File: src/rtl/nonogram_pkg.sv
// Shared types and board-geometry helpers for the nonogram line engine.
package nonogram_pkg;

   localparam int IDX_MAX_W = 16;

   typedef logic [IDX_MAX_W-1:0] line_idx_t;

   typedef enum logic [1:0] {IDLE, FILTER, COMMIT} state_e;

   // Rows (idx < rows) run along columns and vice versa.
   function automatic int line_len(input line_idx_t idx, input int rows, input int cols);
      return (int'(idx) < rows) ? cols : rows;
   endfunction

   function automatic int cell_pos(input line_idx_t idx, input int i, input int rows, input int cols);
      int ix;
      ix = int'(idx);
      return (ix < rows) ? (ix * cols + i) : (i * cols + (ix - rows));
   endfunction

endpackage

File: src/rtl/nonogram_line_filter.sv
// Combinational option check: flags an option that disagrees with any known cell of the line.
module nonogram_line_filter #(
   parameter int LEN = 3
) (
   input  logic [LEN-1:0] opt,
   input  logic [LEN-1:0] line_known,
   input  logic [LEN-1:0] line_assigned,
   input  logic [LEN-1:0] len_mask,
   output logic           contradict,
   output logic [LEN-1:0] opt_masked
);

   assign opt_masked = opt & len_mask;
   assign contradict = |((opt ^ line_assigned) & line_known & len_mask);

endmodule

File: src/rtl/nonogram_line_engine.sv
// Per-line pruning engine: filters one line's options, forwards survivors, commits agreed cells.
// One option/cycle, stalls on a full keep register; optional counters under NONOGRAM_STATS_EN.
module nonogram_line_engine
   import nonogram_pkg::*;
#(
   parameter int ROWS      = 3,
   parameter int COLS      = 3,
   parameter int OPT_CNT_W = 7,
   localparam int LEN      = (ROWS > COLS) ? ROWS : COLS,
   localparam int IDX_W    = $clog2(ROWS + COLS)
) (
   input  logic                   clk,
   input  logic                   rst_n,
   input  logic                   clr,
   input  logic                   line_valid,
   output logic                   line_ready,
   input  logic [IDX_W-1:0]       line_idx,
   input  logic [OPT_CNT_W-1:0]   line_cnt,
   input  logic                   opt_valid,
   output logic                   opt_ready,
   input  logic [LEN-1:0]         opt_data,
   output logic                   keep_valid,
   input  logic                   keep_ready,
   output logic [LEN-1:0]         keep_data,
   output logic                   done,
   output logic [IDX_W-1:0]       done_idx,
   output logic [OPT_CNT_W-1:0]   done_cnt,
   output logic                   done_changed,
   output logic                   done_error,
   output logic [ROWS*COLS-1:0]   board_known,
   output logic [ROWS*COLS-1:0]   board_assigned,
   output logic                   solved,
   output logic [31:0]            stat_lines,
   output logic [31:0]            stat_pruned
);

   localparam int NCELL = ROWS * COLS;
   localparam int PW    = (NCELL > 1) ? $clog2(NCELL) : 1;

   state_e                 state_q, state_d;
   logic [IDX_W-1:0]       idx_q, idx_d;
   logic [OPT_CNT_W-1:0]   rem_q, rem_d, surv_q, surv_d;
   logic [LEN-1:0]         and_q, and_d, or_q, or_d;
   logic                   keep_vld_q, keep_vld_d;
   logic [LEN-1:0]         keep_dat_q, keep_dat_d;
   logic [NCELL-1:0]       known_q, known_d, assigned_q, assigned_d;
   logic                   done_q, done_d, done_changed_q, done_changed_d, done_error_q, done_error_d;
   logic [IDX_W-1:0]       done_idx_q, done_idx_d;
   logic [OPT_CNT_W-1:0]   done_cnt_q, done_cnt_d;

   logic [PW-1:0]          pos [LEN];
   logic [LEN-1:0]         len_mask, line_known, line_assigned, opt_masked;
   logic                   contradict;

   always_comb begin
      len_mask      = '0;
      line_known    = '0;
      line_assigned = '0;
      for (int i = 0; i < LEN; i++) begin
         pos[i] = PW'(cell_pos(line_idx_t'(idx_q), i, ROWS, COLS));
         if (i < line_len(line_idx_t'(idx_q), ROWS, COLS)) begin
            len_mask[i]      = 1'b1;
            line_known[i]    = known_q[pos[i]];
            line_assigned[i] = assigned_q[pos[i]];
         end
      end
   end

   nonogram_line_filter #(.LEN(LEN)) u_filter (
      .opt           (opt_data),
      .line_known    (line_known),
      .line_assigned (line_assigned),
      .len_mask      (len_mask),
      .contradict    (contradict),
      .opt_masked    (opt_masked)
   );

   always_comb begin
      state_d        = state_q;
      idx_d          = idx_q;
      rem_d          = rem_q;
      surv_d         = surv_q;
      and_d          = and_q;
      or_d           = or_q;
      keep_vld_d     = keep_vld_q;
      keep_dat_d     = keep_dat_q;
      known_d        = known_q;
      assigned_d     = assigned_q;
      done_d         = 1'b0;
      done_idx_d     = done_idx_q;
      done_cnt_d     = done_cnt_q;
      done_changed_d = done_changed_q;
      done_error_d   = done_error_q;
      line_ready     = 1'b0;
      opt_ready      = 1'b0;

      if (keep_vld_q && keep_ready) keep_vld_d = 1'b0;

      unique case (state_q)
         IDLE: begin
            line_ready = rst_n && !clr;
            if (clr) begin
               known_d    = '0;
               assigned_d = '0;
            end else if (line_valid) begin
               idx_d   = line_idx;
               rem_d   = line_cnt;
               surv_d  = '0;
               and_d   = '1;
               or_d    = '0;
               state_d = (line_cnt == '0) ? COMMIT : FILTER;
            end
         end
         FILTER: begin
            opt_ready = !keep_vld_q || keep_ready;
            if (opt_valid && opt_ready) begin
               rem_d = rem_q - OPT_CNT_W'(1);
               if (!contradict) begin
                  keep_vld_d = 1'b1;
                  keep_dat_d = opt_data;
                  surv_d     = surv_q + OPT_CNT_W'(1);
                  and_d      = and_q & opt_masked;
                  or_d       = or_q | opt_masked;
               end
               if (rem_q == OPT_CNT_W'(1)) state_d = COMMIT;
            end
         end
         COMMIT: begin
            // Wait for the last survivor to leave so the FIFO sees it before done.
            if (!keep_vld_q || keep_ready) begin
               if (surv_q != '0) begin
                  for (int i = 0; i < LEN; i++) begin
                     if (len_mask[i] && and_q[i]) begin
                        known_d[pos[i]]    = 1'b1;
                        assigned_d[pos[i]] = 1'b1;
                     end else if (len_mask[i] && !or_q[i]) begin
                        known_d[pos[i]]    = 1'b1;
                        assigned_d[pos[i]] = 1'b0;
                     end
                  end
               end
               done_d         = 1'b1;
               done_idx_d     = idx_q;
               done_cnt_d     = surv_q;
               done_changed_d = |(known_d & ~known_q);
               done_error_d   = (surv_q == '0);
               state_d        = IDLE;
            end
         end
         default: state_d = IDLE;
      endcase
   end

   always_ff @(posedge clk or negedge rst_n) begin
      if (!rst_n) begin
         state_q        <= IDLE;
         idx_q          <= '0;
         rem_q          <= '0;
         surv_q         <= '0;
         and_q          <= '0;
         or_q           <= '0;
         keep_vld_q     <= 1'b0;
         keep_dat_q     <= '0;
         known_q        <= '0;
         assigned_q     <= '0;
         done_q         <= 1'b0;
         done_idx_q     <= '0;
         done_cnt_q     <= '0;
         done_changed_q <= 1'b0;
         done_error_q   <= 1'b0;
      end else begin
         state_q        <= state_d;
         idx_q          <= idx_d;
         rem_q          <= rem_d;
         surv_q         <= surv_d;
         and_q          <= and_d;
         or_q           <= or_d;
         keep_vld_q     <= keep_vld_d;
         keep_dat_q     <= keep_dat_d;
         known_q        <= known_d;
         assigned_q     <= assigned_d;
         done_q         <= done_d;
         done_idx_q     <= done_idx_d;
         done_cnt_q     <= done_cnt_d;
         done_changed_q <= done_changed_d;
         done_error_q   <= done_error_d;
      end
   end

   assign keep_valid     = keep_vld_q;
   assign keep_data      = keep_dat_q;
   assign done           = done_q;
   assign done_idx       = done_idx_q;
   assign done_cnt       = done_cnt_q;
   assign done_changed   = done_changed_q;
   assign done_error     = done_error_q;
   assign board_known    = known_q;
   assign board_assigned = assigned_q;
   assign solved         = &known_q;

`ifdef NONOGRAM_STATS_EN
   logic [31:0] stat_lines_q, stat_lines_d, stat_pruned_q, stat_pruned_d;

   always_comb begin
      stat_lines_d  = stat_lines_q;
      stat_pruned_d = stat_pruned_q;
      if (state_q == IDLE && clr) begin
         stat_lines_d  = '0;
         stat_pruned_d = '0;
      end else begin
         if (done_d && stat_lines_q != '1) stat_lines_d = stat_lines_q + 32'd1;
         if (state_q == FILTER && opt_valid && opt_ready && contradict && stat_pruned_q != '1)
            stat_pruned_d = stat_pruned_q + 32'd1;
      end
   end

   always_ff @(posedge clk or negedge rst_n) begin
      if (!rst_n) begin
         stat_lines_q  <= '0;
         stat_pruned_q <= '0;
      end else begin
         stat_lines_q  <= stat_lines_d;
         stat_pruned_q <= stat_pruned_d;
      end
   end

   assign stat_lines  = stat_lines_q;
   assign stat_pruned = stat_pruned_q;
`else
   assign stat_lines  = '0;
   assign stat_pruned = '0;
`endif

endmodule
File: config.mk
export PLATFORM = sky130hd
export DESIGN_NAME = nonogram_line_engine
export DESIGN_NICKNAME = d
export VERILOG_FILES = /design/src/rtl/nonogram_pkg.sv /design/src/rtl/nonogram_line_filter.sv /design/src/rtl/nonogram_line_engine.sv
export SDC_FILE = /design/constraint.sdc
export NUM_CORES = 1
export LEC_CHECK = 0
export ABC_CLOCK_PERIOD_IN_PS = 4500
export BUFFER_PORTS_ARGS = -buffer_cell sky130_fd_sc_hd__buf_2
export CAP_MARGIN = 20
export CELL_PAD_IN_SITES_DETAIL_PLACEMENT = 0
export CELL_PAD_IN_SITES_GLOBAL_PLACEMENT = 1
export CORE_ASPECT_RATIO = 1.4
export CORE_MARGIN = 2
export CORE_UTILIZATION = 31
export CTS_BUF_LIST = sky130_fd_sc_hd__clkbuf_4 sky130_fd_sc_hd__clkbuf_8
export DETAILED_ROUTE_END_ITERATION = 10
export PLACE_DENSITY = 0.66
export SETUP_SLACK_MARGIN = 0.4
export SLEW_MARGIN = 10
export SYNTH_ARGS = -nofsm -noshare
export SYNTH_HDL_FRONTEND = slang
export SYNTH_HIERARCHICAL = 1
export SYNTH_SLANG_ARGS = --single-unit
File: constraint.sdc
create_clock -name clk -period 4.5 [get_ports clk]
set_input_delay 0.675 -clock clk [delete_from_list [all_inputs] [get_ports clk]]
set_output_delay 0.675 -clock clk [all_outputs]
set_load 0.1 [all_outputs]
# Word-level counts from Yosys, hierarchy flattened
# Cells that the tools add are included.
# totals
reg_bits	60
in_bits	19
out_inout_bits	102
elab_cells	175
# classes
add_sub_neg	7
n_mul	1
n_lt_le_gt_ge	7
eq_ne	11
muxes	88
n_bitwise	20
reduce_logical	26
# op_table
op	count
9-bit two-way mux	31
9-bit OR	6
7-bit two-way mux	7
9-bit bitwise AND	4
9-bit inverter	4
9-bit one-hot mux with 2 select lines	2
7-bit one-hot mux with 2 select lines	2
1-bit binary-select mux with 4-bit select	6
3-bit two-way mux	8
1-bit two-way mux	17
2-bit inequality test (second input constant)	8
4-bit by 5-bit < comparator with 1-bit output (second input constant)	3
7-bit logical NOT	2
1-bit demux with 4-bit select	3
4-bit by 1-bit >= comparator with 1-bit output (second input constant)	3
2-bit two-way mux	6
4-bit two-way mux	3
3-bit one-hot mux with 2 select lines	2
5-bit AND reduction	2
3-bit AND reduction	3
9-bit AND reduction	1
9-bit OR reduction	1
4-bit AND reduction	2
7-bit by 1-bit adder with 7-bit output (second input constant)	1
other kinds (24)	33

# Longest topological paths before layout
# depth
ltp_word	26
depth_mapped	21
ltp_nobuf	18

# Hierarchy
# The synthesis kept the hierarchy.
# modules_own_cells
module	n_inst	cells_each	area_each_um2	seq_area_each_um2
nonogram_line_engine	1	615	4991.0	1501.4
nonogram_line_filter	1	10	66.3	0.0

# Least setup slack after synthesis
# OpenSTA, ideal clock, no wires.
# synth_timing
kind	input to output
startpoint	input port clr
endpoint	output port line_ready
arrival_ps	3826
setup_slack_ps	-1
path_stages	1
path_buffers	0
path_cell_list	nor4b_1
# synth_between
elab_chain_len	3
# synth_lines
item	line	text
start, declared	nonogram_line_engine.sv:14	input logic clr,
1-bit logical NOT	nonogram_line_engine.sv:101	line_ready = rst_n && !clr;
1-bit logical AND	nonogram_line_engine.sv:101	
1-bit two-way mux	nonogram_line_engine.sv:99	unique case (state_q)
end, declared	nonogram_line_engine.sv:16	output logic line_ready,
# No other way between the ends.

# Worst setup path in the final report
# layout_timing
startpoint	register idx_q[1]
endpoint	register surv_q[5]
# layout_between
elab_chain_len	10
word_cells_on_any_way	27
cone_classes	add/sub: 5; mul: 1; order compare: 1; eq/ne: 1; mux: 15; bitwise: 2; reduce/logical: 2
# layout_lines
item	line	text
start, declared	nonogram_line_engine.sv:41	logic [IDX_W-1:0] idx_q, idx_d;
start signal, assigned	nonogram_line_engine.sv:173	idx_q <= idx_d;
3-bit by 2-bit multiplier with 4-bit output or 3-bit by 2-bit subtractor with 4-bit output (tied branches)	nonogram_pkg.sv:18	return (ix < rows) ? (ix * cols + i) : (i * cols + (ix - rows));
4-bit by 2-bit adder with 4-bit output or 4-bit adder (tied branches)	nonogram_pkg.sv:18	
4-bit two-way mux *	nonogram_pkg.sv:18	
1-bit binary-select mux with 4-bit select *	nonogram_line_engine.sv:64	line_assigned[i] = assigned_q[pos[i]];
1-bit two-way mux (implied by the code) *	nonogram_line_engine.sv:64	
via line_assigned[2]	nonogram_line_engine.sv:52	logic [LEN-1:0] len_mask, line_known, line_assigned, opt_masked;
3-bit bitwise XOR *	nonogram_line_filter.sv:14	assign contradict = |((opt ^ line_assigned) & line_known & len_mask);
3-bit bitwise AND *	nonogram_line_filter.sv:14	
3-bit OR reduction *	nonogram_line_filter.sv:14	
via contradict	nonogram_line_engine.sv:53	logic contradict;
2-bit inequality test (no source line) *	n/a	
5-bit AND reduction (no source line) *	n/a	
end signal, assigned	nonogram_line_engine.sv:175	surv_q <= surv_d;
end, declared	nonogram_line_engine.sv:42	logic [OPT_CNT_W-1:0] rem_q, rem_d, surv_q, surv_d;
# The timed path passes the listed nets; every way through them passes the cells marked *. The select of a mux whose other input is x is not followed.
# A chain may end at the register's enable or synchronous reset.

==> summary.txt <==
Outcome
  • Status: finished clean

Critical path
  • WS Path Type: reg -> reg
  • Crit Path Max Fanout: 5
  • Crit. End Element: register
  • Critical Path AT: 4.19 ns
  • R2R setup slack: 0.57 ns
  • Worst Setup Start Kind: register
  • CP required: 4.76 ns

Placement
  • Port Buf Inserts: 56
  • Placed Instances: 871
  • Final HPWL DP: 12740 um
  • Area after DPL: 5375 um^2
  • Final GP Congestion: 0.9324

Clocking
  • Cts bufs inserted: 9
  • CTS clk-pin slew, worst paths: 0.07 ns
  • CTS tree: yes
  • Max clock buf depth: 2
  • Root Buffer: clkbuf_8
  • Clk sink count: 60
  • Total number of H-tree levels: 3
  • Worst skew pair latency: 0.35 ns

STA
  • Slew HR: 39.73%
  • Worst-margin pin slew: 0.9041 ns
  • Pins Over Slew Limit: 0
  • Final period utilization: 87.30%
  • Final clock skew: 0.01444 ns
  • Setup TNS Final: 0 ns
  • Final period demand of the worst path: 3.928 ns
  • RSZ-0062 raised after global routing: false
  • Finish-stage setup viols: 0
  • FMAX: 254.6 MHz
  • Final hold vios: 0

Route
  • DRT Pass-1 Iters: 6
  • Routed WL: 17120 um
  • Final antenna-violating net count: 0
  • Initial drt markers: 455
  • DR DRC count: 0
  • Via density per instance: 5.583
  • WL/cell: 19.13 um
  • Vias: 4997

Logic synthesis
  • Warnings, synthesis: 6
  • Gate Count Post-Synth: 625
  • Distinct cells, synth: 66
  • Primary FF master, synth: dfrtp_1
  • Seq cells post-synth: 60
  • Async set-reset flop share out of synthesis: 100.0%
  • Seq/Total Area, Yosys: 29.69%
  • Post-synth EDFFs: 0
  • Mean post-synth cell area: 8.092 um^2
  • Mapped Area: 5057 um^2

Layout
  • Post-route cell area: 5719 um^2
  • Utilization after layout: 35.52%
  • Finished Layout Cells: 895
  • Nets: 723
  • Most common cell after layout, fill and taps aside: nand2_1
  • Commonest non-fill, non-tap cells in the layout: 83 x nand2_1, 70 x conb_1, 58 x dfrtp_1
  • Share of layout cells above drive strength 1: 18.68%
  • Ant diodes: 0
  • Layout overhead on the synthesized area: 13.09%

Global routing
  • Global route overflow: 0
  • Number of global-route vias before repair: 4739
  • First-pass GRT wire length: 26250 um
  • GR Util All Layers: 19.14%
  • Largest net degree at the start of global routing: 61
  • Initial antenna violation count: 0

Floorplan
  • Initial cell density of the core: 31.41%
  • I/O pins: 121
  • Die H: 155.1 um
  • Die area: 17370 um^2
  • Die Wd: 112.0 um
  • Core region area: 16100 um^2
  • Row cnt: 55

Worst hold path
  • Hold Crit Class: reg -> reg

Flow run
  • Max_cap viols: 0
[metrics by stage]
step	hold WS [ns]	worst slack (ns)
floorplan	0.3794	0.4162
global placement	0.4579	0.3026
detailed placement	0.4614	0.1798
CTS	0.4809	0.4205
global route	0.5151	0.3961
finish	0.4779	0.5717
[critical path, stage by stage, from the launching register on]
cell and delay [ns]:
dfrtp_2 0.44, ha_2 0.20, fa_2 0.61, ha_1 0.26, nand2b_1 0.19, nand2_2 0.14
mux4_2 0.31, nand2_1 0.08, a31oi_1 0.11, xor2_1 0.16, nand3_1 0.10, nand3_2 0.12
nor4b_4 0.38, nand4_1 0.20, or3_1 0.38, a21oi_1 0.16
[final timing paths]
| check | startpoint | end | cells past startpoint |
|---|---|---|---|
| worst max register to register | idx_q[1]$_DFFE_PN0P_ | surv_q[5]$_DFFE_PN0P_ | 15 |
| worst max-delay path | idx_q[1]$_DFFE_PN0P_ | surv_q[5]$_DFFE_PN0P_ | 15 |
| min in group asynchronous | rst_n | rem_q[4]$_DFFE_PN0P_ | 2 |
| max in group asynchronous | rst_n | idx_q[1]$_DFFE_PN0P_ | 2 |
| worst min register to register | done_cnt[3]$_DFFE_PN0P_ | done_cnt[3]$_DFFE_PN0P_ | 2 |
| worst min-delay path | done_cnt[3]$_DFFE_PN0P_ | done_cnt[3]$_DFFE_PN0P_ | 2 |
[state kept, by name, summed over array words and instances (netlist names), 7 cells and up]
name	count
board_known	9
surv_q	7
board_assigned	9
rem_q	7
done_cnt	7
[what timing repair did]
item | in CTS | in global routing
resized for setup | 3 | 12
pin swaps | 1 | 3
cloned | 0 | 0
hold buffers | 0 | 0
endpoints found under the setup margin | 2 | 4
buffers inserted | 0 | 8
[cell usage after synthesis, types with 4 or more instances]
| cell type | number | area, um^2 |
|---|---|---|
| nand2b_1 | 10 | 62.56 |
| a31oi_1 | 6 | 37.54 |
| xor2_1 | 9 | 78.83 |
| buf_2 | 4 | 20.02 |
| nand3_1 | 26 | 130.1 |
| nand4_1 | 5 | 31.28 |
| o41ai_1 | 4 | 35.03 |
| a21oi_1 | 36 | 180.2 |
| nor3_1 | 16 | 80.08 |
| a32oi_1 | 11 | 96.34 |
| nor2b_1 | 8 | 50.05 |
| or4_1 | 5 | 37.54 |
| xnor2_1 | 4 | 35.03 |
| o31ai_1 | 14 | 105.1 |
| o22ai_1 | 10 | 62.56 |
| mux2_2 | 4 | 45.04 |
| nor2_1 | 42 | 157.7 |
| ha_1 | 12 | 150.1 |
| mux2i_1 | 21 | 210.2 |
| dfrtp_1 | 60 | 1501 |
| nor3b_1 | 4 | 30.03 |
| o21ai_0 | 48 | 240.2 |
| a22oi_1 | 4 | 30.03 |
| nand2_1 | 84 | 315.3 |
| and2_1 | 4 | 25.02 |
| nor4b_1 | 5 | 43.79 |
| nor4_1 | 7 | 43.79 |
| inv_1 | 14 | 52.55 |
| mux4_2 | 4 | 90.09 |
| clkbuf_1 | 23 | 86.33 |
| buf_4 | 67 | 503.0 |
[layer usage]
layer | vias to the layer above | track usage, % | part of all wire (%) | wire length [um]
met3 | 46 | 3.039 | 6.9 | 1182
met1 | 2412 | 22.21 | 37 | 6356
met4 | 0 | 10.57 | 4.9 | 834
met2 | 270 | 33.59 | 51 | 8749
met5 | - | 0 | 0 | 0
li1 | 2269 | - | - | -
[cell families after synthesis]
kind of cell,after synthesis,share of synthesized area (%)
and+or+nand+nor,228,21.82
AOI/OAI and AO/OA,166,21.20
buffers and inverters,112,13.83
DFF,60,29.69
muxes,29,6.828
xor gates and xnor gates,15,3.117
adders and majority gates,13,3.365
other,2,0.1485
[cell type report]
type	count	area (um^2)
inverters	15	56.30
repair buffers	84	490.5
clock inverters	5	75.07
fillers	1728	10380
well taps	199	249.0
multi-input cells	521	3199
clock buffers	11	145.1
flip-flops and latches	60	1504
Power is left out: the tool's default activity adds up to more than one toggle a clock period on the data nets, which glitch-free logic cannot reach.
